`src/rtl/mul_sequencer.sv`:
```
// Iterative radix-2 shift-add multiplier for MUL/UMULL/SMULL that drives the
// register-file write port (low word, then high word) and emits N/Z flags.
module mul_sequencer #(
  parameter int WIDTH = 32
) (
  input  logic             clk,
  input  logic             reset,
  input  logic             start,
  input  logic [2:0]       op,
  input  logic             set_flags,
  input  logic [WIDTH-1:0] src_a,
  input  logic [WIDTH-1:0] src_b,
  input  logic [3:0]       rd_lo,
  input  logic [3:0]       rd_hi,
  output logic             busy,
  output logic             done,
  output logic             wr_en,
  output logic [3:0]       wr_addr,
  output logic [WIDTH-1:0] wr_data,
  output logic             flags_we,
  output logic [1:0]       flags_nz
);

  localparam int CW = (WIDTH > 1) ? $clog2(WIDTH) : 1;
  localparam logic [CW-1:0] CNT_LAST = CW'(WIDTH - 1);
  localparam logic [2:0] OP_MUL   = 3'b100;
  localparam logic [2:0] OP_UMULL = 3'b101;
  localparam logic [2:0] OP_SMULL = 3'b110;

  typedef enum logic [2:0] {
    S_IDLE, S_CALC, S_FIX, S_WB_LO, S_WB_HI, S_DONE
  } state_t;

  state_t               state_q, state_d;
  logic [CW-1:0]        cnt_q, cnt_d;
  logic [2*WIDTH-1:0]   acc_q, acc_d;
  logic [WIDTH-1:0]     mcand_q, mcand_d;
  logic                 neg_q, neg_d;
  logic                 long_q, long_d;
  logic                 sf_q, sf_d;
  logic [3:0]           rd_lo_q, rd_lo_d;
  logic [3:0]           rd_hi_q, rd_hi_d;

  logic                 op_legal;
  logic                 is_smull;
  logic [WIDTH-1:0]     mag_a, mag_b;
  logic [WIDTH:0]       sum;

  assign op_legal = (op == OP_MUL) || (op == OP_UMULL) || (op == OP_SMULL);
  assign is_smull = (op == OP_SMULL);
  // Magnitude of the most negative value wraps to itself, which is the
  // correct unsigned magnitude.
  assign mag_a = (is_smull && src_a[WIDTH-1]) ? -src_a : src_a;
  assign mag_b = (is_smull && src_b[WIDTH-1]) ? -src_b : src_b;
  // Carry is kept in sum[WIDTH] and shifted back into the accumulator MSB.
  assign sum = {1'b0, acc_q[2*WIDTH-1:WIDTH]} +
               (acc_q[0] ? {1'b0, mcand_q} : {(WIDTH+1){1'b0}});

  always_comb begin
    state_d = state_q;
    cnt_d   = cnt_q;
    acc_d   = acc_q;
    mcand_d = mcand_q;
    neg_d   = neg_q;
    long_d  = long_q;
    sf_d    = sf_q;
    rd_lo_d = rd_lo_q;
    rd_hi_d = rd_hi_q;
    case (state_q)
      S_IDLE: begin
        if (start) begin
          if (op_legal) begin
            mcand_d = mag_a;
            acc_d   = {{WIDTH{1'b0}}, mag_b};
            neg_d   = is_smull && (src_a[WIDTH-1] ^ src_b[WIDTH-1]);
            long_d  = (op != OP_MUL);
            sf_d    = set_flags;
            rd_lo_d = rd_lo;
            rd_hi_d = rd_hi;
            cnt_d   = '0;
            state_d = S_CALC;
          end else begin
            sf_d    = 1'b0;
            state_d = S_DONE;
          end
        end
      end
      S_CALC: begin
        acc_d = {sum, acc_q[WIDTH-1:1]};
        cnt_d = cnt_q + CW'(1);
        if (cnt_q == CNT_LAST) state_d = S_FIX;
      end
      S_FIX: begin
        if (neg_q) acc_d = -acc_q;
        state_d = S_WB_LO;
      end
      S_WB_LO: state_d = long_q ? S_WB_HI : S_DONE;
      S_WB_HI: state_d = S_DONE;
      S_DONE:  state_d = S_IDLE;
      default: state_d = S_IDLE;
    endcase
  end

  always_ff @(posedge clk or negedge reset) begin
    if (!reset) begin
      state_q <= S_IDLE;
      cnt_q   <= '0;
      acc_q   <= '0;
      mcand_q <= '0;
      neg_q   <= 1'b0;
      long_q  <= 1'b0;
      sf_q    <= 1'b0;
      rd_lo_q <= '0;
      rd_hi_q <= '0;
    end else begin
      state_q <= state_d;
      cnt_q   <= cnt_d;
      acc_q   <= acc_d;
      mcand_q <= mcand_d;
      neg_q   <= neg_d;
      long_q  <= long_d;
      sf_q    <= sf_d;
      rd_lo_q <= rd_lo_d;
      rd_hi_q <= rd_hi_d;
    end
  end

  // Outputs are pure decodes of registered state.
  always_comb begin
    busy     = (state_q != S_IDLE);
    done     = (state_q == S_DONE);
    wr_en    = 1'b0;
    wr_addr  = 4'd0;
    wr_data  = '0;
    flags_we = 1'b0;
    flags_nz = 2'b00;
    case (state_q)
      S_WB_LO: begin
        wr_en   = 1'b1;
        wr_addr = rd_lo_q;
        wr_data = acc_q[WIDTH-1:0];
      end
      S_WB_HI: begin
        wr_en   = 1'b1;
        wr_addr = rd_hi_q;
        wr_data = acc_q[2*WIDTH-1:WIDTH];
      end
      S_DONE: begin
        if (sf_q) begin
          flags_we = 1'b1;
          if (long_q) flags_nz = {acc_q[2*WIDTH-1], acc_q == '0};
          else        flags_nz = {acc_q[WIDTH-1], acc_q[WIDTH-1:0] == '0};
        end
      end
      default: ;
    endcase
  end

endmodule
```
`config.mk`:
```
export PLATFORM = sky130hd
export DESIGN_NAME = mul_sequencer
export DESIGN_NICKNAME = d
export VERILOG_FILES = /design/src/rtl/mul_sequencer.sv
export SDC_FILE = /design/constraint.sdc
export NUM_CORES = 1
export LEC_CHECK = 0
export ABC_AREA = 1
export CORE_ASPECT_RATIO = 0.8
export CORE_MARGIN = 8
export CORE_UTILIZATION = 30
export DETAILED_ROUTE_END_ITERATION = 10
export PLACE_DENSITY = 0.45
export SETUP_SLACK_MARGIN = 0.4
export SLEW_MARGIN = 40
export SYNTH_ARGS = -nofsm -noshare
export SYNTH_HDL_FRONTEND = slang
export SYNTH_SLANG_ARGS = --single-unit
```
`constraint.sdc`:
```
create_clock -name clk -period 5.3 [get_ports clk]
set_input_delay 1.59 -clock clk [delete_from_list [all_inputs] [get_ports clk]]
set_output_delay 1.59 -clock clk [all_outputs]
set_load 0.01 [all_outputs]
```
==> results.cfg, run 1 <==
[routing]
wl_met3_mm = 4.35
drt-met1-wl_mm = 27.8
vias = 14094
vias_per_cell = 5.03
drt-initial-drc-count = 1310
detailroute.wirelength.met2_mm = 21.0
drcViolationCount = 0
drt_pass1_iterations = 5
wire_per_inst_um = 19.2
wirelength_mm = 53.7
top_layer = met4
ant_nets = 0

[pwr]
ir_worst_vdd_mv = 0.404
power_density_nw_per_um2 = 527
p_leak_nw = 7.14

[global_routing]
grt_max_degree = 71
first_global_vias = 13003
grt_pass1_wl_mm = 80.1
grt.total_usage_pct = 22.5
antenna_found_initial = 0
grt_overflow = 0

[cts]
cts_root_buf = clkbuf_16
cts_tree = built
cts_buffer_depth = 2
clkTransAtPathRegs_ns = 0.06
holdBufCountCts = 0
h-tree-depth = 4
clk_latency_ns = 0.45
cts_buffers = 17
clock-sinks = 115

[critical_path]
crit_cells = 7
crit_slowest_cell = clkdlybuf4s50_1
cp_cell_sequence = inv_1 -> nor3_1 -> buf_4 -> clkinv_1 -> buf_4 -> o22ai_1 -> clkdlybuf4s50_1
r2r_cells = 11
cp-start-kind = flip-flop
path_max_fanout = 31
path_class = reg -> out
cp.arrival_ns = 2.89
crit_family = buffers and inverters
crit_top_cell = buf_4
cp-end-kind = output pin
crit_path_max_incr_delay_ns = 0.63
required_ns = 3.71
path_buf_inv = 5

[min_path]
hold_depth = 1
hp-class = reg -> reg

[yosys]
seq_area_frac_synth_pct = 24.0
yosysTopAreaCell = dfrtp_1
synth-async-reset-ratio_pct = 100
syn_avg_cell_area_sq_um = 5.59
synth_top_area_share_pct = 24.0
synth-edff-count = 0
synth-main-ff-cell = dfrtp_1
ys_warn_count = 0
synthTopCellsByArea = dfrtp_1, nand2_1, nor2_1
synthCells = 2147
syn_nets = 2264
synth_common_cells = nand2_1, nor2_1, inv_1, nand3_1, dfrtp_1
ys_ff_latch = 115
yosysMostFrequentCell = nand2_1
syn-cell-area_sq_um = 12000
ys_types = 47

[timing]
timing.slew.headroom_pct = 43.9
finalSetupTns_ns = 0
hold_viol_final = 0
rsz0062_at_grt = false
fmax_ghz = 0.223
timing.hold.ws_ns = 0.465
tightest_slew_ns = 0.840
final-setup-viol-count = 0
drv_slew = 0
fin_crit_ns = 4.48
fin_ws_ns = 0.818
finalClockSkew_ns = 0.0134
period_share_pct = 84.6

[floorplan]
die_h_um = 195
initial_core_util_pct = 30.4
rows = 65
die_x_um = 240
core-area_sq_um = 39400
ios = 121
die_area_sq_um = 46700

[final_layout]
drive_gt1_share_pct = 4.32
fill_cells = 4535
final_nets = 2370
regArea_sq_um = 2880
multi_input_area_sq_um = 7640
fin_cells = 2802
area_growth_pct = 20.0
insertedDiodeCount = 0

[place]
pre_cts_slack_ns = 0.791
gp_congestion = 0.984
hpwl_mm = 43.7
place_inst = 2769
portBuffers = 120

[job]
max-cap-violations = 0

[run_status]
status = finished, final reports clean
-- path summary, 6_finish.rpt --
kind / endpoint / slack [ns] / from
setup reg to reg: acc_q[2] / 1.86 / state_q[0]
max in group asynchronous: mcand_q[31] / 3.28 / reset
min in group asynchronous: acc_q[5] / 1.16 / reset
hold / removal: cnt_q[3] / 0.47 / cnt_q[3]
setup / recovery: wr_data[16] / 0.82 / state_q[0]
hold reg to reg: cnt_q[3] / 0.47 / cnt_q[3]
-- final cells by class --
type	count	share of cell area, %
sequential	115	20.0
clock inverter	14	0.894
clock buffer	18	3.05
inverter	337	8.78
multi-input combinational	1641	53.1
tap	536	4.65
timing repair buffer	141	9.60
-- layout by cell type, fill, tap and decap left out, types with 4 or more instances in the layout --
cell type	count
a21oi_1	112
a22oi_1	4
a31oi_1	22
and2_1	5
buf_4	20
clkbuf_16	17
clkdlybuf4s50_1	118
dfrtp_1	115
ha_1	37
inv_1	326
inv_2	9
inv_6	4
nand2_1	681
nand2_2	8
nand3_1	164
nand3_2	4
nand3b_1	9
nand4_1	22
nor2_1	328
nor2_2	11
nor2_4	4
nor3_1	18
o21ai_0	112
o21ai_1	7
o22ai_1	31
o31ai_1	9
xnor2_1	11
xor2_1	14
-- what timing repair did --
| action | in CTS | in global routing |
|---|---|---|
| setup endpoints to repair | 1 | 1 |
| cloned | 0 | 0 |
| gates resized for setup | 2 | 5 |
| buffers inserted | 0 | 1 |
| pin swaps | 0 | 1 |
-- cells by family after synthesis --
family,count (synthesis),share of synthesized area (%)
fa+ha+maj,38,4.02
flops,115,24.0
compound gates,312,14.3
buf+inv,391,12.6
xor+xnor,25,1.82
simple gates,1266,43.3
-- flip-flops by register name, indices dropped and copies added (netlist names) --
name and flops:
mcand_q 32, rd_hi_q 4, acc_q 64, cnt_q 5
neg_q 1, state_q 3, long_q 1, rd_lo_q 4
sf_q 1
-- power breakdown --
part,switching [mW],internal [mW],total (mW)
clock,0.498,0.661,1.16
combinational,3.13,1.49,4.63
sequential,0.505,1.31,1.81
total,4.14,3.46,7.60
-- worst reg2reg max path: cells and delay by family, from the launching register on --
kind	cells	cell delay (ns)
buf+inv	5	1.74
compound gates	2	0.40
simple gates	4	0.79
flops	1	0.41
-- routing by layer --
| metal | up-vias | track usage [%] |
|---|---|---|
| met4 | 0 | 4.31 |
| met1 | 6587 | 35.3 |
| met3 | 38 | 4.92 |
| met5 | - | 0 |
| li1 | 7023 | - |
| met2 | 446 | 30.6 |
-- through the flow --
stage               power [mW]  utilization (%)  instance area (sq um)
floorplan                 4.70                -                  12000
global placement          6.38             35.0                  13800
global route              8.25             36.5                  14400
finish                    7.60             36.5                  14400
detailed placement        6.39             35.0                  13800
CTS                       7.59             36.5                  14400
(Power assumes the default switching activity.)
==> inputs of run 2 (changes only) <==
- PLACE_DENSITY: 0.45 -> 0.47
- clock period: 5.3 -> 3.9 ns (I/O delays scaled with it)
==> run 2 against run 1 <==
Count of clock-buffer cells in the layout increased by 2. Worst hold slack improved by 0.016 ns. Total power increased by 40%. Critical path type unchanged. Largest power group unchanged. Highest routed layer unchanged.
==> results.cfg, run 2 (synthesized netlist as in run 1, its figures left out) <==
[run_status]
status = finished, final reports clean

[routing]
drt_pass1_iterations = 6
wire_per_inst_um = 18.9
vias = 14343
ant_nets = 0
wirelength_mm = 53.7
drt-initial-drc-count = 1259
drcViolationCount = 0
vias_per_cell = 5.05

[critical_path]
cp_cell_sequence = inv_2 -> ha_4 -> nand3_4 -> inv_2 -> nand2_2 -> nor2_4 -> nand2_2 -> nor2_2 -> nand2_1 -> nor2_2 -> nand3_1 -> a21oi_1 -> buf_4 -> buf_6
crit_slowest_cell = dfrtp_1
path_max_fanout = 3
cp-start-kind = flip-flop
required_ns = 2.73
crit_path_max_incr_delay_ns = 0.39
reg2reg_setup_slack_ns = 1.00
cp-end-kind = output pin
r2r_cells = 16
r2r-end = acc_q[57]
cp.arrival_ns = 2.36
path_class = reg -> out
r2r_start = acc_q[0]

[final_layout]
area_growth_pct = 25.1
fin_area_sq_um = 15000
insertedDiodeCount = 0
largest_reg_flops = 64
top_register = acc_q
largestRegisters = acc_q x64, mcand_q x32, cnt_q x5
drive_gt1_share_pct = 7.72
final_cell_mix = nand2_1, inv_1, nor2_1
final_nets = 2409
mostFrequentLayoutCell = nand2_1
fill_cells = 4478

[min_path]
whs_endpoint = mcand_q[20]
min_from = mcand_q[20]
hp-class = reg -> reg
hold_depth = 2

[cts]
cts_buffer_depth = 2
holdBufCountCts = 0
clkTransAtPathRegs_ns = 0.06
clk_latency_ns = 0.45
clock-sinks = 115
cts_root_buf = clkbuf_16
cts_tree = built
h-tree-depth = 4
cts_buffers = 17

[place]
portBuffers = 120
placed_area_sq_um = 14000
pre_cts_slack_ns = 0.176
gp_congestion = 0.983
hpwl_mm = 43.9

[pwr]
power_density_nw_per_um2 = 709
ir_worst_vdd_mv = 0.421
p_leak_nw = 7.92

[global_routing]
grt_overflow = 0
antenna_found_initial = 0
grt.total_usage_pct = 22.6
grt_max_degree = 55
first_global_vias = 13188
grt_pass1_wl_mm = 80.6

[timing]
finalClockSkew_ns = 0.0140
tightest_slew_ns = 0.624
fmax_ghz = 0.283
drv_slew = 0
final-setup-viol-count = 0
hold_viol_final = 0
fin_ws_ns = 0.371
finalSetupTns_ns = 0
fin_crit_ns = 3.53
period_share_pct = 90.5
rsz0062_at_grt = true
timing.slew.headroom_pct = 58.1

[floorplan]
initial_core_util_pct = 30.4
core-area_sq_um = 39400
die_x_um = 240
die_h_um = 195
ios = 121
die_area_sq_um = 46700
rows = 65

[job]
max-cap-violations = 0
-- run 2: cell count changes in the layout (fill, tap and decap cells not counted), sizes merged --
cell | before | now
clkinvlp | 3 | 6
dlygate4sd2 | 0 | 1
inv | 339 | 336
clkdlybuf4s50 | 118 | 84
clkbuf | 18 | 20
clkinv | 8 | 7
dlymetal6s2s | 1 | 33
buf | 22 | 61
-- run 2: what timing repair did --
action	CTS	global route
gates resized for setup	54	52
buffers inserted	12	2
cloned	1	0
endpoints found under the setup margin	38	37
pin swaps	8	1
-- run 2: how the worst max path moves through the flow --
stage	cells after the start	slack (ns)	end	startpoint
finish	14	0.37	flags_nz[0]	acc_q[1]
global route	6	0.26	wr_data[2]	state_q[0]
CTS	14	0.38	flags_nz[0]	acc_q[1]
detailed placement	14	0.18	flags_nz[0]	acc_q[0]
global placement	14	0.20	flags_nz[0]	acc_q[0]
floorplan	13	0.93	flags_nz[0]	acc_q[0]
-- run 2: per-stage QoR --
stage / hold WS [ns] / power [mW] / std cells / utilization (%)
finish: 0.481 / 10.7 / 2841 / 38.1
global route: 0.507 / 11.6 / 2841 / 38.1
CTS: 0.483 / 10.6 / 2839 / 37.7
detailed placement: 0.467 / 8.79 / 2794 / 35.5
global placement: 0.461 / 8.78 / 2794 / 35.5
floorplan: 0.441 / 6.39 / 2147 / -
-- run 2: area by class of cell --
type	instances	area, sq um	share of cell area (%)
tap	536	671	4.46
timing repair buffer	179	1770	11.8
inverter	337	1270	8.44
clock inverter	12	109	0.725
clock buffer	20	447	2.97
sequential	115	2880	19.2
timing repair inverter	1	7.51	0.0500
multi-input combinational	1641	7860	52.4
-- run 2: per-layer routing --
layer / share of wire (%) / up-vias / track usage [%]
met3: 8.6 / 48 / 5.85
li1: - / 7108 / -
met1: 51 / 6663 / 34.4
met2: 39 / 524 / 30.9
met5: 0 / - / 0
met4: 1.5 / 0 / 4.85
-- run 2: power breakdown --
group	switching, mW	leakage (nW)	internal (mW)
Clock	0.674	0.258	0.892
Combinational	4.48	6.25	2.23
Sequential	0.593	1.41	1.78
-- run 2: critical path, delay by kind of cell (launching register included) --
kind | cells | cell delay, ns
AOI/OAI and AO/OA | 1 | 0.16
and+or+nand+nor | 8 | 0.82
DFF | 1 | 0.39
buffers and inverters | 4 | 0.41
adders and majority gates | 1 | 0.15
